==> config.mk <==
export PLATFORM = sky130hd
export DESIGN_NAME = mem_port_arbiter
export DESIGN_NICKNAME = d
export VERILOG_FILES = /design/src/rtl/mem_arb_pkg.sv /design/src/rtl/arb_wait_timer.sv /design/src/rtl/mux_2x1_32bit.sv /design/src/rtl/mem_port_arbiter.sv
export SDC_FILE = /design/constraint.sdc
export NUM_CORES = 1
export LEC_CHECK = 0
export ABC_AREA = 1
export CORE_AREA = 5 5 102 104
export CTS_BUF_LIST = sky130_fd_sc_hd__clkbuf_8
export CTS_CLUSTER_DIAMETER = 120
export DETAILED_ROUTE_END_ITERATION = 6
export DIE_AREA = 0 0 107 109
export DONT_BUFFER_PORTS = 1
export HOLD_SLACK_MARGIN = 0.15
export SYNTH_ARGS = -nofsm -noshare
export SYNTH_HDL_FRONTEND = slang
export SYNTH_SLANG_ARGS = --single-unit
==> constraint.sdc <==
create_clock -name clk -period 3.3 [get_ports clk]
set_input_delay 0.66 -clock clk [delete_from_list [all_inputs] [get_ports clk]]
set_output_delay 0.66 -clock clk [all_outputs]
set_load 0.02 [all_outputs]
==> src/rtl/mem_arb_pkg.sv <==
// Shared types and constants for the memory port arbiter.
package mem_arb_pkg;

    typedef enum logic [0:0] {
        IDLE = 1'b0,
        BUSY = 1'b1
    } state_t;

    localparam logic REQ_FETCH = 1'b0;
    localparam logic REQ_DATA  = 1'b1;

    localparam int DEFAULT_TIMEOUT = 255;

endpackage

==> src/rtl/arb_wait_timer.sv <==
// Wait-state counter: counts stalled BUSY cycles and flags when the limit is reached.
module arb_wait_timer #(
    parameter int LIMIT = 255
) (
    input  logic clk,
    input  logic rst_n,
    input  logic clr,
    input  logic en,
    output logic hit
);

    localparam int CW = $clog2(LIMIT + 1);
    localparam logic [CW-1:0] HIT_VAL = CW'(LIMIT - 1);
    localparam logic [CW-1:0] MAX_VAL = {CW{1'b1}};

    logic [CW-1:0] count;

    // Saturating: holds at all-ones rather than wrapping back to zero.
    always_ff @(posedge clk or negedge rst_n) begin
        if (!rst_n) begin
            count <= '0;
        end else if (clr) begin
            count <= '0;
        end else if (en && count != MAX_VAL) begin
            count <= count + CW'(1);
        end
    end

    assign hit = (count == HIT_VAL);

endmodule

==> src/rtl/mux_2x1_32bit.sv <==
// Two-input mux feeding the memory address and write-data buses.
module mux_2x1_32bit #(
    parameter int W = 32
) (
    input  logic         sel,
    input  logic [W-1:0] d0,
    input  logic [W-1:0] d1,
    output logic [W-1:0] y
);

    assign y = sel ? d1 : d0;

endmodule

==> src/rtl/mem_port_arbiter.sv <==
// Arbitrates the single memory port between fetch (0) and data (1) with a wait-state timeout.
// Build option: define ROUND_ROBIN_EN for round-robin on simultaneous requests (default: data wins).
module mem_port_arbiter
    import mem_arb_pkg::*;
#(
    parameter int ADDR_W  = 32,
    parameter int DATA_W  = 32,
    parameter int TIMEOUT = DEFAULT_TIMEOUT
) (
    input  logic              clk,
    input  logic              rst_n,
    input  logic              req0,
    input  logic              req1,
    input  logic [ADDR_W-1:0] addr0,
    input  logic [ADDR_W-1:0] addr1,
    input  logic              we0,
    input  logic              we1,
    input  logic [DATA_W-1:0] wdata0,
    input  logic [DATA_W-1:0] wdata1,
    output logic              done0,
    output logic              done1,
    output logic              err0,
    output logic              err1,
    output logic [DATA_W-1:0] rdata,
    output logic              mem_req,
    output logic              mem_we,
    output logic [ADDR_W-1:0] mem_addr,
    output logic [DATA_W-1:0] mem_wdata,
    input  logic              mem_ready,
    input  logic [DATA_W-1:0] mem_rdata,
    output logic              grant
);

    state_t state;
    logic   busy;
    logic   hit;
    logic   fire;
    logic   timed_out;
    logic   other_req;
    logic   winner;

    assign busy      = (state == BUSY);
    assign fire      = busy && (mem_ready || hit);
    assign timed_out = busy && !mem_ready && hit;
    assign other_req = (grant == REQ_DATA) ? req0 : req1;

    assign done0 = fire && (grant == REQ_FETCH);
    assign done1 = fire && (grant == REQ_DATA);
    assign err0  = done0 && timed_out;
    assign err1  = done1 && timed_out;
    assign rdata = (fire && mem_ready) ? mem_rdata : '0;

`ifdef ROUND_ROBIN_EN
    logic rr_last;

    always_ff @(posedge clk or negedge rst_n) begin
        if (!rst_n) begin
            rr_last <= 1'b1;
        end else if (fire) begin
            rr_last <= grant;
        end
    end

    always_comb begin
        winner = REQ_DATA;
        if (!req1) begin
            winner = REQ_FETCH;
        end else if (req0) begin
            winner = !rr_last;
        end
    end
`else
    assign winner = req1 ? REQ_DATA : REQ_FETCH;
`endif

    // Completion with the other side waiting hands over directly; otherwise drop to IDLE.
    always_ff @(posedge clk or negedge rst_n) begin
        if (!rst_n) begin
            state   <= IDLE;
            grant   <= REQ_FETCH;
            mem_req <= 1'b0;
        end else begin
            case (state)
                IDLE: begin
                    if (req0 || req1) begin
                        state   <= BUSY;
                        grant   <= winner;
                        mem_req <= 1'b1;
                    end
                end
                BUSY: begin
                    if (fire) begin
                        if (other_req) begin
                            grant <= !grant;
                        end else begin
                            state   <= IDLE;
                            mem_req <= 1'b0;
                        end
                    end
                end
            endcase
        end
    end

    arb_wait_timer #(
        .LIMIT (TIMEOUT)
    ) u_timer (
        .clk   (clk),
        .rst_n (rst_n),
        .clr   (!busy || fire),
        .en    (busy && !mem_ready),
        .hit   (hit)
    );

    mux_2x1_32bit #(
        .W (ADDR_W)
    ) u_addr_mux (
        .sel (grant),
        .d0  (addr0),
        .d1  (addr1),
        .y   (mem_addr)
    );

    mux_2x1_32bit #(
        .W (DATA_W)
    ) u_wdata_mux (
        .sel (grant),
        .d0  (wdata0),
        .d1  (wdata1),
        .y   (mem_wdata)
    );

    assign mem_we = grant ? we1 : we0;

endmodule

==> results of run 1 <==
stage by stage:
step                      util, %  cell area [um^2]
after global placement       19.8              1880
after CTS                    20.4              1930
after global routing         20.4              1930
final                        20.4              1930
after detailed placement     19.8              1880
after floorplan                 -              1810
state kept, by name, indices dropped and copies added (netlist names):
signal         count
busy               1
grant              1
mem_req            1
u_timer.count      8
area by class of cell:
type | instances | area share, %
inverters | 47 | 9.13
well taps | 114 | 7.38
clock inverters | 1 | 0.194
flip-flops and latches | 11 | 14.3
multi-input cells | 301 | 65.5
clock buffers | 3 | 2.14
repair buffers | 3 | 1.30
cells by family after synthesis:
logic type               Yosys count  share of synthesized area (%)
AO/OA/AOI/OAI                      7                           2.69
buffers and inverters             66                           14.9
flip-flops                        11                           15.2
adder cells (fa/ha/maj)            2                           1.38
AND/OR/NAND/NOR                  290                           64.9
XOR/XNOR                           2                          0.968
routing by layer:
metal	track usage, %	up-vias
met4	2.47	0
met2	20.2	193
met1	12.2	973
met5	0	-
li1	-	1068
met3	1.12	4
final timing paths:
check,from,endpoint,cells after the start
setup / recovery,u_timer.count[0],done0,8
hold / removal,u_timer.count[1],u_timer.count[1],2
setup reg to reg,grant,grant,8
hold reg to reg,u_timer.count[1],u_timer.count[1],2
max in group asynchronous,rst_n,grant,1
min in group asynchronous,rst_n,u_timer.count[0],1
critical path: stages, from the launching register on:
cell and delay (ns):
sky130_fd_sc_hd__dfrtp_1 0.42, sky130_fd_sc_hd__inv_1 0.13, sky130_fd_sc_hd__ha_1 0.17, sky130_fd_sc_hd__inv_1 0.06, sky130_fd_sc_hd__nor2_4 0.18, sky130_fd_sc_hd__nand2_4 0.09, sky130_fd_sc_hd__nand2_2 0.08, sky130_fd_sc_hd__nand2_1 0.13
sky130_fd_sc_hd__nor2_1 0.36
cells in the mapped netlist:
cell type                  instances
sky130_fd_sc_hd__a21oi_1           1
sky130_fd_sc_hd__nor3_1            2
sky130_fd_sc_hd__a21boi_4          1
sky130_fd_sc_hd__nand2_4           2
sky130_fd_sc_hd__clkbuf_1          6
sky130_fd_sc_hd__xnor2_1           1
sky130_fd_sc_hd__xor2_1            1
sky130_fd_sc_hd__nand2_1         223
sky130_fd_sc_hd__inv_2             2
sky130_fd_sc_hd__o21ai_0           5
sky130_fd_sc_hd__nor2_1           46
sky130_fd_sc_hd__nand4_2           1
sky130_fd_sc_hd__buf_2            11
sky130_fd_sc_hd__nor2_4            1
sky130_fd_sc_hd__ha_1              2
sky130_fd_sc_hd__buf_4             2
sky130_fd_sc_hd__inv_1            45
sky130_fd_sc_hd__nand4_1           1
sky130_fd_sc_hd__nand3_1          10
sky130_fd_sc_hd__nand2_2           2
sky130_fd_sc_hd__dfrtp_1          11
sky130_fd_sc_hd__nor2_8            2
power breakdown:
group | internal (mW) | total, mW | switching, mW
registers | 0.164 | 0.209 | 0.0459
clock network | 0.0814 | 0.129 | 0.0478
logic | 0.228 | 1.38 | 1.15
==> reports/results.md, run 1 <==
## Routing
* **first-pass iteration count of the detailed router** 4
* **routed length on met3** 744 um
* **Met2 Routed Length** 4110 um
* **DRC marker count from the first detailed-route iteration** 124
* **highest metal layer with signal wires** met4
* **number of remaining DRC errors** 0
* **routed length per instance** 16.1 um
* **sum of routed wire segments on met1** 2840 um
* **via count** 2238
* **count of nets left with antenna violations after detail routing** 0
* **Post-Route WL** 7750 um
* **vias per std cell** 4.66

## STA
* **Max Transition Viols Final** 0
* **crit share post-route** 75.8%
* **worst hold margin** 0.591 ns
* **post-route clock skew** 0.00106 ns
* **f_max** 400 MHz
* **final-layout setup total negative slack** 0 ns
* **slew at the pin with the worst max-slew slack** 0.882 ns
* **RSZ-0062 raised after global routing** false
* **normalized max-slew margin** 41.1%
* **count of final hold-check violations** 0
* **time the final worst path needs with I/O delays and setup** 2.50 ns
* **number of failing setup endpoints in the final timing report** 0
* **post-route setup slack** 0.797 ns

## Synth
* **Syn Inst Count** 378
* **flops & latches, synth** 11
* **proportion of netlist area held by the largest area contributor** 46.2%
* **total of warnings raised by yosys** 0
* **cell area after synthesis** 1810 um^2
* **synth unique cells** 22
* **Synth Area per Inst** 4.79 um^2
* **sequential-to-total area share from yosys stat** 15.2%
* **Synth area leaders** sky130_fd_sc_hd__nand2_1 (46%), sky130_fd_sc_hd__dfrtp_1 (15%), sky130_fd_sc_hd__nor2_1 (9.5%), sky130_fd_sc_hd__inv_1 (9.3%), sky130_fd_sc_hd__buf_2 (3.0%)
* **leading area contributor after synthesis** sky130_fd_sc_hd__nand2_1
* **Mapped Nets** 547

## Final layout
* **Final #Nets** 536
* **share of final-layout standard cells stronger than drive strength 1** 4.64%
* **most common cell after layout, fill and taps aside** sky130_fd_sc_hd__nand2_1
* **area of the multi-input gates** 1270 um^2
* **most used cells in the layout excluding fill and tap cells** sky130_fd_sc_hd__nand2_1 (223), sky130_fd_sc_hd__inv_1 (46), sky130_fd_sc_hd__nor2_1 (46), sky130_fd_sc_hd__nand3_1 (10), sky130_fd_sc_hd__dfrtp_1 (10)
* **number of cells in the finished layout apart from fillers** 480
* **area taken by flip-flops and latches** 277 um^2
* **FILL cells** 1071
* **layout overhead on the synthesized area** 6.70%
* **diodes inserted** 0

## Floorplanning
* **top-level I/O count** 270
* **overall die width** 107 um
* **die height** 109 um
* **die area** 11700 um^2
* **Placeable Area** 9460 um^2
* **Initial Utilization** 19.1%
* **Site Rows** 36

## Critical path
* **required time at the endpoint of the critical path** 2.64 ns
* **worst-path fanout max** 5
* **data arrival time of the worst path** 1.84 ns
* **crit path capture type** primary output
* **kind of critical path** reg -> out
* **type of element launching the critical path** flop
* **register-to-register setup slack** 1.55 ns

## Power and ir drop
* **leakage power figure** 1.30 nW
* **Peak VDD IR** 0.439 mV
* **Power, Total** 1.72 mW
* **power density normalized to cell area** 889 nW/um^2

## Global routing
* **global-route wire length before repair** 9160 um
* **combined global-route utilization of all metal layers** 10.4%
* **initial antenna violation count** 0
* **via count of the first global-routing pass** 1752
* **maximum number of pins on one net before global-route repair** 71
* **aggregate global routing overflow** 0

## Clock tree
* **CTS clock-pin slew for the worst setup and hold paths** 0.05 ns
* **Sinks on Clock Net** 11
* **number of resized instances in the post-cts repair step** 0
* **CTS max path bufs** 2
* **# hold bufs at CTS** 1
* **root buf cell** sky130_fd_sc_hd__clkbuf_8
* **total number of H-tree levels** 1
* **worst-skew pair later-pin latency** 0.23 ns
* **clock tree from TritonCTS** built
* **number of setup buffers added after CTS** 0
* **number of CTS-inserted buffers** 3

## Worst hold path
* **hold crit path type** reg -> reg

## Place
* **placed wire-length estimate after detailed placement** 6820 um
* **DP Worst Slack** 0.944 ns
* **Routability Congestion** 0.821
* **count of input and output buffers** 0
* **placed cell count** 475

## Outcome
* **result of the run** completed

## Flow run
* **maxcap violations** 0

(Power assumes the default switching activity.)
==> run 2: changes to the inputs <==
==> constraint.sdc (replaced) <==
create_clock -name clk -period 2.04 [get_ports clk]
set_input_delay 0.408 -clock clk [delete_from_list [all_inputs] [get_ports clk]]
set_output_delay 0.408 -clock clk [all_outputs]
set_load 0.02 [all_outputs]
==> run 2 against run 1 <==
Against the previous run:
- die area unchanged
- final area is 17% higher
- combinational power increased by 78%
- setup slack got worse by 0.68 ns
- register-to-register slack lost 0.94 ns
- clock power rose by 71%
- clock-buffer cell count stayed put
- clock skew about the same
==> reports/results.md, run 2 (synthesis gave the netlist of run 1 again) <==
## Final layout
* **share of final-layout standard cells stronger than drive strength 1** 14.3%, was 4.64%
* **flip-flop count of the largest register, all copies and words added** 8, unchanged
* **core occupancy in the finished layout** 23.9%, was 20.4%
* **diodes inserted** 0, unchanged
* **layout overhead on the synthesized area** 24.7%, was 6.70%
* **most common cell after layout, fill and taps aside** sky130_fd_sc_hd__nand2_1, unchanged
* **top register by number of flip-flops** u_timer.count, unchanged
* **FILL cells** 1014, was 1071
* **most used cells in the layout excluding fill and tap cells** sky130_fd_sc_hd__nand2_1 (223), sky130_fd_sc_hd__nor2_1 (46), sky130_fd_sc_hd__inv_1 (45), sky130_fd_sc_hd__buf_4 (40), was sky130_fd_sc_hd__nand2_1 (223), sky130_fd_sc_hd__inv_1 (46), sky130_fd_sc_hd__nor2_1 (46), sky130_fd_sc_hd__nand3_1 (10), sky130_fd_sc_hd__dfrtp_1 (10)
* **Final #Nets** 576, was 536

## Routing
* **number of remaining DRC errors** 0, unchanged
* **first-pass iteration count of the detailed router** 4, unchanged
* **count of nets left with antenna violations after detail routing** 0, unchanged
* **DRC marker count from the first detailed-route iteration** 228, was 124
* **vias per std cell** 4.57, was 4.66
* **via count** 2376, was 2238
* **Post-Route WL** 8160 um, was 7750 um
* **routed length per instance** 15.7 um, was 16.1 um

## Power and ir drop
* **logic gate share of total power** 80.8%, was 80.3%
* **Power, Total** 3.05 mW, was 1.72 mW
* **power density normalized to cell area** 1350 nW/um^2, was 889 nW/um^2
* **internal power** 967 uW, was 473 uW
* **clock power share** 7.2%, was 7.5%
* **fraction of power spent switching nets** 68.3%, was 72.5%
* **leakage power figure** 1.52 nW, was 1.30 nW
* **switching power of the nets** 2.08 mW, was 1.24 mW
* **part of the power in registers** 11.9%, was 12.2%
* **Peak VDD IR** 0.666 mV, was 0.439 mV

## Global routing
* **met2 Usage GRT** 21.5%, was 20.2%
* **global-route wire length before repair** 10000 um, was 9160 um
* **combined global-route utilization of all metal layers** 11.3%, was 10.4%
* **met3 capacity usage during global routing** 1.54%, was 1.12%
* **aggregate global routing overflow** 0, unchanged
* **initial antenna violation count** 0, unchanged
* **via count of the first global-routing pass** 2007, was 1752
* **M1 GR Usage** 13.2%, was 12.2%
* **maximum number of pins on one net before global-route repair** 68, was 71
* **layer with the highest usage after global routing** met2, unchanged

## Critical path
* **register-to-register setup slack** 0.61 ns, was 1.55 ns
* **type of element launching the critical path** flop, unchanged
* **crit path capture type** primary output, unchanged
* **required time at the endpoint of the critical path** 1.63 ns, was 2.64 ns
* **kind of critical path** reg -> out, unchanged
* **worst-path fanout max** 3, was 5
* **data arrival time of the worst path** 1.52 ns, was 1.84 ns

## STA
* **Max Transition Viols Final** 0, unchanged
* **time the final worst path needs with I/O delays and setup** 1.93 ns
* **post-route clock skew** 0.000851 ns, was 0.00106 ns
* **f_max** 519 MHz
* **post-route setup slack** 0.114 ns, was 0.797 ns
* **crit share post-route** 94.4%
* **number of failing setup endpoints in the final timing report** 0, unchanged
* **normalized max-slew margin** 63.9%, was 41.1%
* **count of final hold-check violations** 0, unchanged
* **slew at the pin with the worst max-slew slack** 0.540 ns, was 0.882 ns
* **final-layout setup total negative slack** 0 ns, unchanged

## Clock tree
* **CTS clock-pin slew for the worst setup and hold paths** 0.05 ns, about the same
* **worst-skew pair later-pin latency** 0.24 ns, was 0.23 ns
* **number of CTS-inserted buffers** 3, unchanged
* **Sinks on Clock Net** 11, unchanged
* **root buf cell** sky130_fd_sc_hd__clkbuf_8, unchanged
* **clock tree from TritonCTS** built, unchanged
* **total number of H-tree levels** 1, unchanged
* **CTS max path bufs** 2, unchanged

## Floorplanning
* **top-level I/O count** 270, unchanged
* **Placeable Area** 9460 um^2, unchanged
* **Initial Utilization** 19.1%, unchanged
* **overall die width** 107 um, unchanged
* **Site Rows** 36, unchanged
* **die area** 11700 um^2, unchanged
* **die height** 109 um, unchanged

## Place
* **placed wire-length estimate after detailed placement** 7040 um, was 6820 um
* **count of input and output buffers** 0, unchanged
* **DP Worst Slack** 0.226 ns, was 0.944 ns
* **Routability Congestion** 0.792, was 0.821

## Flow run
* **maxcap violations** 0, unchanged

## Outcome
* **result of the run** completed, unchanged

## Worst hold path
* **hold crit path type** in -> reg, was reg -> reg

-- run 2: worst paths after layout --
kind	from	to	cells after the start
min in group asynchronous	rst_n	u_timer.count[5]	1
hold reg to reg	grant	grant	2
hold / removal	mem_ready	mem_req	3
max in group asynchronous	rst_n	grant	1
setup / recovery	u_timer.count[0]	done0	9
setup reg to reg	u_timer.count[0]	u_timer.count[2]	6
-- run 2: area by class of cell --
type / instances / area [um^2] / area share [%]
inverter: 47 / 176 / 7.82
tap: 114 / 143 / 6.32
multi-input combinational: 301 / 1270 / 56.1
sequential: 11 / 277 / 12.3
timing repair buffer: 43 / 350 / 15.5
clock buffer: 3 / 41.3 / 1.83
clock inverter: 1 / 3.75 / 0.166
-- run 2: routing by layer --
| layer | wire (um) | part of all wire (%) |
|---|---|---|
| met4 | 74 | 0.91 |
| met3 | 711 | 8.7 |
| met5 | 0 | 0 |
| met1 | 3240 | 40 |
| met2 | 4140 | 51 |
-- run 2: through the flow --
stage	hold slack, ns	std cells	area (um^2)
final	0.344	520	2260
after global routing	0.345	520	2260
after global placement	0.113	513	2190
after CTS	0.338	519	2250
after floorplan	0.112	378	1810
after detailed placement	0.113	513	2190
-- run 2: power groups by stage --
| stage | registers [mW] | clock network [mW] | logic, mW |
|---|---|---|---|
| global placement | 0.363 | 0 | 2.42 |
| floorplan | 0.316 | 0 | 1.99 |
| detailed placement | 0.369 | 0 | 2.46 |
| CTS | 0.365 | 0.230 | 2.47 |
| finish | 0.364 | 0.220 | 2.46 |
| global route | 0.371 | 0.238 | 2.66 |
-- run 2: timing repair --
action | in CTS | in global routing
setup buffers | 1 | 1
hold buffers | 1 | 0
setup endpoints to repair | 2 | 2
endpoints found under the hold margin | 11 | 0
pin swaps | 1 | 0
gates resized for setup | 0 | 1
-- run 2: critical path, stage by stage (launching register included) --
cell and delay (ns):
sky130_fd_sc_hd__dfrtp_1 0.40, sky130_fd_sc_hd__inv_2 0.08, sky130_fd_sc_hd__ha_1 0.14, sky130_fd_sc_hd__inv_1 0.06, sky130_fd_sc_hd__nor2_4 0.12, sky130_fd_sc_hd__nand2_4 0.08, sky130_fd_sc_hd__nand2_2 0.07, sky130_fd_sc_hd__nand2_1 0.07
sky130_fd_sc_hd__nor2_1 0.11, sky130_fd_sc_hd__buf_4 0.15
==> run 3: changes to the inputs <==
--- a/config.mk
+++ b/config.mk
@@ -15,4 +15,5 @@
 export HOLD_SLACK_MARGIN = 0.15
 export SYNTH_ARGS = -nofsm -noshare
 export SYNTH_HDL_FRONTEND = slang
+export SYNTH_HIERARCHICAL = 1
 export SYNTH_SLANG_ARGS = --single-unit
==> run 3 against run 2 <==
Against the previous run:
- register-to-register slack worse by 0.24 ns
- clock-buffer cell count unchanged
- clock skew up 0.00094 ns
- wire length down 7.7%
- clock power about the same
==> reports/results.md, run 3 <==
## Global routing
* **met2 Usage GRT** 18.6%, was 21.5%
* **layer with the highest usage after global routing** met2, unchanged
* **met3 capacity usage during global routing** 2.66%, was 1.54%
* **M1 GR Usage** 11.7%, was 13.2%
* **combined global-route utilization of all metal layers** 10.2%, was 11.3%
* **aggregate global routing overflow** 0, unchanged
* **maximum number of pins on one net before global-route repair** 70, was 68
* **via count of the first global-routing pass** 1889, was 2007
* **initial antenna violation count** 0, unchanged
* **global-route wire length before repair** 9440 um, was 10000 um

## Clock tree
* **number of setup buffers added after CTS** 0, was 1
* **CTS max path bufs** 2, unchanged
* **total number of H-tree levels** 1, unchanged
* **clock tree from TritonCTS** built, unchanged
* **Sinks on Clock Net** 11, unchanged
* **root buf cell** sky130_fd_sc_hd__clkbuf_8, unchanged
* **worst-skew pair later-pin latency** 0.24 ns, about the same
* **number of CTS-inserted buffers** 3, unchanged
* **CTS clock-pin slew for the worst setup and hold paths** 0.05 ns, about the same

## Synth
* **Post-Synth Adder-Cell Area** 1.25%, was 1.38%
* **Async S/R FF share, synth** 100%, unchanged
* **Synth Area per Inst** 5.19 um^2, was 4.79 um^2
* **synth unique cells** 23, was 22
* **cell types with the highest counts after synthesis** sky130_fd_sc_hd__nand2_1 (215), sky130_fd_sc_hd__nor2_1 (49), sky130_fd_sc_hd__inv_1 (42), sky130_fd_sc_hd__nand2_2 (22), sky130_fd_sc_hd__dfrtp_1 (11), was sky130_fd_sc_hd__nand2_1 (223), sky130_fd_sc_hd__nor2_1 (46), sky130_fd_sc_hd__inv_1 (45), sky130_fd_sc_hd__buf_2 (11), sky130_fd_sc_hd__dfrtp_1 (11)
* **Mapped Nets** 555, was 547
* **Syn Inst Count** 386, was 378
* **sequential-to-total area share from yosys stat** 13.7%, was 15.2%
* **leading cell type by number of instances after synthesis** sky130_fd_sc_hd__nand2_1, unchanged
* **flops & latches, synth** 11, unchanged
* **Post-synth EDFFs** 0, unchanged
* **fraction of synthesized area in multiplexers** 0%, unchanged
* **leading area contributor after synthesis** sky130_fd_sc_hd__nand2_1, unchanged
* **proportion of netlist area held by the largest area contributor** 40.3%, was 46.2%
* **share of the synthesized area in compound gates (AO/OA/AOI/OAI)** 1.81%, was 2.70%
* **post-synthesis share of cell area spent on xor and xnor gates** 1.31%, was 0.968%
* **Synth area leaders** sky130_fd_sc_hd__nand2_1 (40%), sky130_fd_sc_hd__dfrtp_1 (14%), sky130_fd_sc_hd__nor2_1 (9.2%), sky130_fd_sc_hd__inv_1 (7.9%), sky130_fd_sc_hd__nand2_2 (6.9%), was sky130_fd_sc_hd__nand2_1 (46%), sky130_fd_sc_hd__dfrtp_1 (15%), sky130_fd_sc_hd__nor2_1 (9.5%), sky130_fd_sc_hd__inv_1 (9.3%), sky130_fd_sc_hd__buf_2 (3.0%)
* **basic-gate share of the synthesized area counting and, or, nand and nor cells** 60.9%, was 64.9%
* **dominant synthesized flop cell** sky130_fd_sc_hd__dfrtp_1, unchanged
* **combinational family with the most area after synthesis** simple AND/OR/NAND/NOR gates, unchanged
* **total of warnings raised by yosys** 6, was 0
* **cell area after synthesis** 2000 um^2, was 1810 um^2

## Floorplanning
* **Placeable Area** 9460 um^2, unchanged
* **top-level I/O count** 270, unchanged
* **overall die width** 107 um, unchanged
* **Site Rows** 36, unchanged
* **Initial Utilization** 21.2%, was 19.1%
* **die area** 11700 um^2, unchanged
* **die height** 109 um, unchanged

## Routing
* **routed length per instance** 14.3 um, was 15.7 um
* **number of remaining DRC errors** 0, unchanged
* **count of nets left with antenna violations after detail routing** 0, unchanged
* **vias per std cell** 4.59, was 4.57
* **via count** 2417, was 2376
* **first-pass iteration count of the detailed router** 5, was 4
* **Post-Route WL** 7530 um, was 8160 um
* **DRC marker count from the first detailed-route iteration** 153, was 228

## STA
* **f_max** 533 MHz, was 519 MHz
* **number of failing setup endpoints in the final timing report** 0, unchanged
* **RSZ-0062 raised after global routing** true
* **post-route clock skew** 0.00179 ns, was 0.000851 ns
* **time the final worst path needs with I/O delays and setup** 1.88 ns, was 1.93 ns
* **normalized max-slew margin** 64.4%, was 63.9%
* **Max Transition Viols Final** 0, unchanged
* **slew at the pin with the worst max-slew slack** 0.533 ns, was 0.540 ns
* **count of final hold-check violations** 0, unchanged
* **crit share post-route** 91.9%, was 94.4%

## Critical path
* **required time at the endpoint of the critical path** 1.63 ns, about the same
* **data arrival time of the worst path** 1.47 ns, was 1.52 ns
* **worst reg2reg path endpoint** u_timer/count[4], was u_timer.count[2]
* **type of element launching the critical path** flop, unchanged
* **reg-to-reg critical path startpoint** u_timer/count[4], was u_timer.count[0]
* **worst-path fanout max** 5, was 3
* **crit path capture type** primary output, unchanged
* **depth of the worst register-to-register path** 11, was 6
* **register-to-register setup slack** 0.37 ns, was 0.61 ns
* **CP Launch Point** u_timer/count[4], was u_timer.count[0]
* **Critical Path Sink** done0, unchanged
* **kind of critical path** reg -> out, unchanged

## Final layout
* **layout overhead on the synthesized area** 14.1%, was 24.7%
* **area taken by flip-flops and latches** 277 um^2, unchanged
* **diodes inserted** 0, unchanged
* **area of the multi-input gates** 1310 um^2, was 1270 um^2
* **most used cells in the layout excluding fill and tap cells** sky130_fd_sc_hd__nand2_1 (215), sky130_fd_sc_hd__nor2_1 (48), sky130_fd_sc_hd__inv_1 (43), sky130_fd_sc_hd__buf_4 (38), sky130_fd_sc_hd__nand2_2 (22), was sky130_fd_sc_hd__nand2_1 (223), sky130_fd_sc_hd__nor2_1 (46), sky130_fd_sc_hd__inv_1 (45), sky130_fd_sc_hd__buf_4 (40)
* **final cell area excluding filler cells** 2290 um^2, was 2260 um^2
* **share of final-layout standard cells stronger than drive strength 1** 17.9%, was 14.3%
* **flip-flop count of the largest register, all copies and words added** 8, unchanged
* **Final #Nets** 583, was 576
* **FILL cells** 1056, was 1014
* **top register by number of flip-flops** u_timer/count, was u_timer.count
* **most common cell after layout, fill and taps aside** sky130_fd_sc_hd__nand2_1, unchanged

## Place
* **placed wire-length estimate after detailed placement** 6570 um, was 7040 um
* **Routability Congestion** 0.852, was 0.792
* **Post-Place Cell Area** 2230 um^2, was 2190 um^2
* **count of input and output buffers** 0, unchanged

## Power and ir drop
* **power density normalized to cell area** 1320 nW/um^2, was 1350 nW/um^2
* **leakage power figure** 1.44 nW, was 1.52 nW
* **Power, Total** 3.01 mW, was 3.05 mW
* **Peak VDD IR** 0.472 mV, was 0.666 mV

## Outcome
* **result of the run** completed, unchanged

## Flow run
* **maxcap violations** 0, unchanged

## Worst hold path
* **hold crit path type** in -> reg, unchanged

==> run 3: worst min-delay path by stage <==
stage                     startpoint  cells past startpoint          endpoint  slack [ns]
after floorplan                rst_n                      0              busy        0.11
after global placement         rst_n                      0  u_timer/count[6]        0.11
after detailed placement       rst_n                      0  u_timer/count[5]        0.11
after CTS                       req1                      2           mem_req        0.29
after global routing            req1                      2           mem_req        0.30
final                           req1                      2           mem_req        0.30
==> run 3: cells by family after synthesis <==
kind of cell,after synthesis
AOI/OAI and AO/OA,5
adders and majority gates,2
buffers and inverters,64
xor gates and xnor gates,3
and+or+nand+nor,301
DFF,11
==> run 3: layout make-up <==
| cell class | count | area share [%] |
|---|---|---|
| sequential | 11 | 12.1 |
| inverter | 47 | 8.59 |
| clock buffer | 3 | 1.81 |
| multi-input combinational | 311 | 57.3 |
| clock inverter | 1 | 0.164 |
| timing repair buffer | 40 | 13.8 |
| tap | 114 | 6.24 |
==> run 3: metrics by stage <==
step	hold slack [ns]	util, %	setup TNS (ns)	setup WS (ns)	std cells
after floorplan	0.112	-	0	0.455	386
after global placement	0.113	23.6	0	0.366	522
after detailed placement	0.113	23.6	0	0.349	522
after CTS	0.291	24.1	0	0.0855	527
after global routing	0.296	24.2	-0.0219	-0.0219	527
final	0.300	24.2	0	0.165	527
==> run 3: what timing repair did <==
action,in CTS,in global routing
endpoints found under the setup margin,0,4
hold buffers,1,0
hold endpoints to repair,11,0
gates resized for setup,0,2
==> run 3: power breakdown <==
group	switching (mW)	internal, mW	total (mW)
Sequential	0.0632	0.261	0.324
Combinational	1.93	0.534	2.47
Clock	0.0862	0.132	0.219
Total	2.08	0.927	3.01
==> run 3: routing by layer <==
metal	vias to the layer above	routed length, um
met5	-	0
met4	0	66
met3	4	753
met2	127	4030
met1	1110	2680
li1	1176	-
==> run 3: critical path, stage by stage, from the launching register on <==
cell                      delay [ns]
sky130_fd_sc_hd__dfrtp_1        0.42
sky130_fd_sc_hd__nand2_1        0.12
sky130_fd_sc_hd__nor2_4         0.12
sky130_fd_sc_hd__nand2_1        0.07
sky130_fd_sc_hd__nor2_2         0.12
sky130_fd_sc_hd__nor2_1         0.07
sky130_fd_sc_hd__nor2_1         0.14
sky130_fd_sc_hd__buf_4          0.16
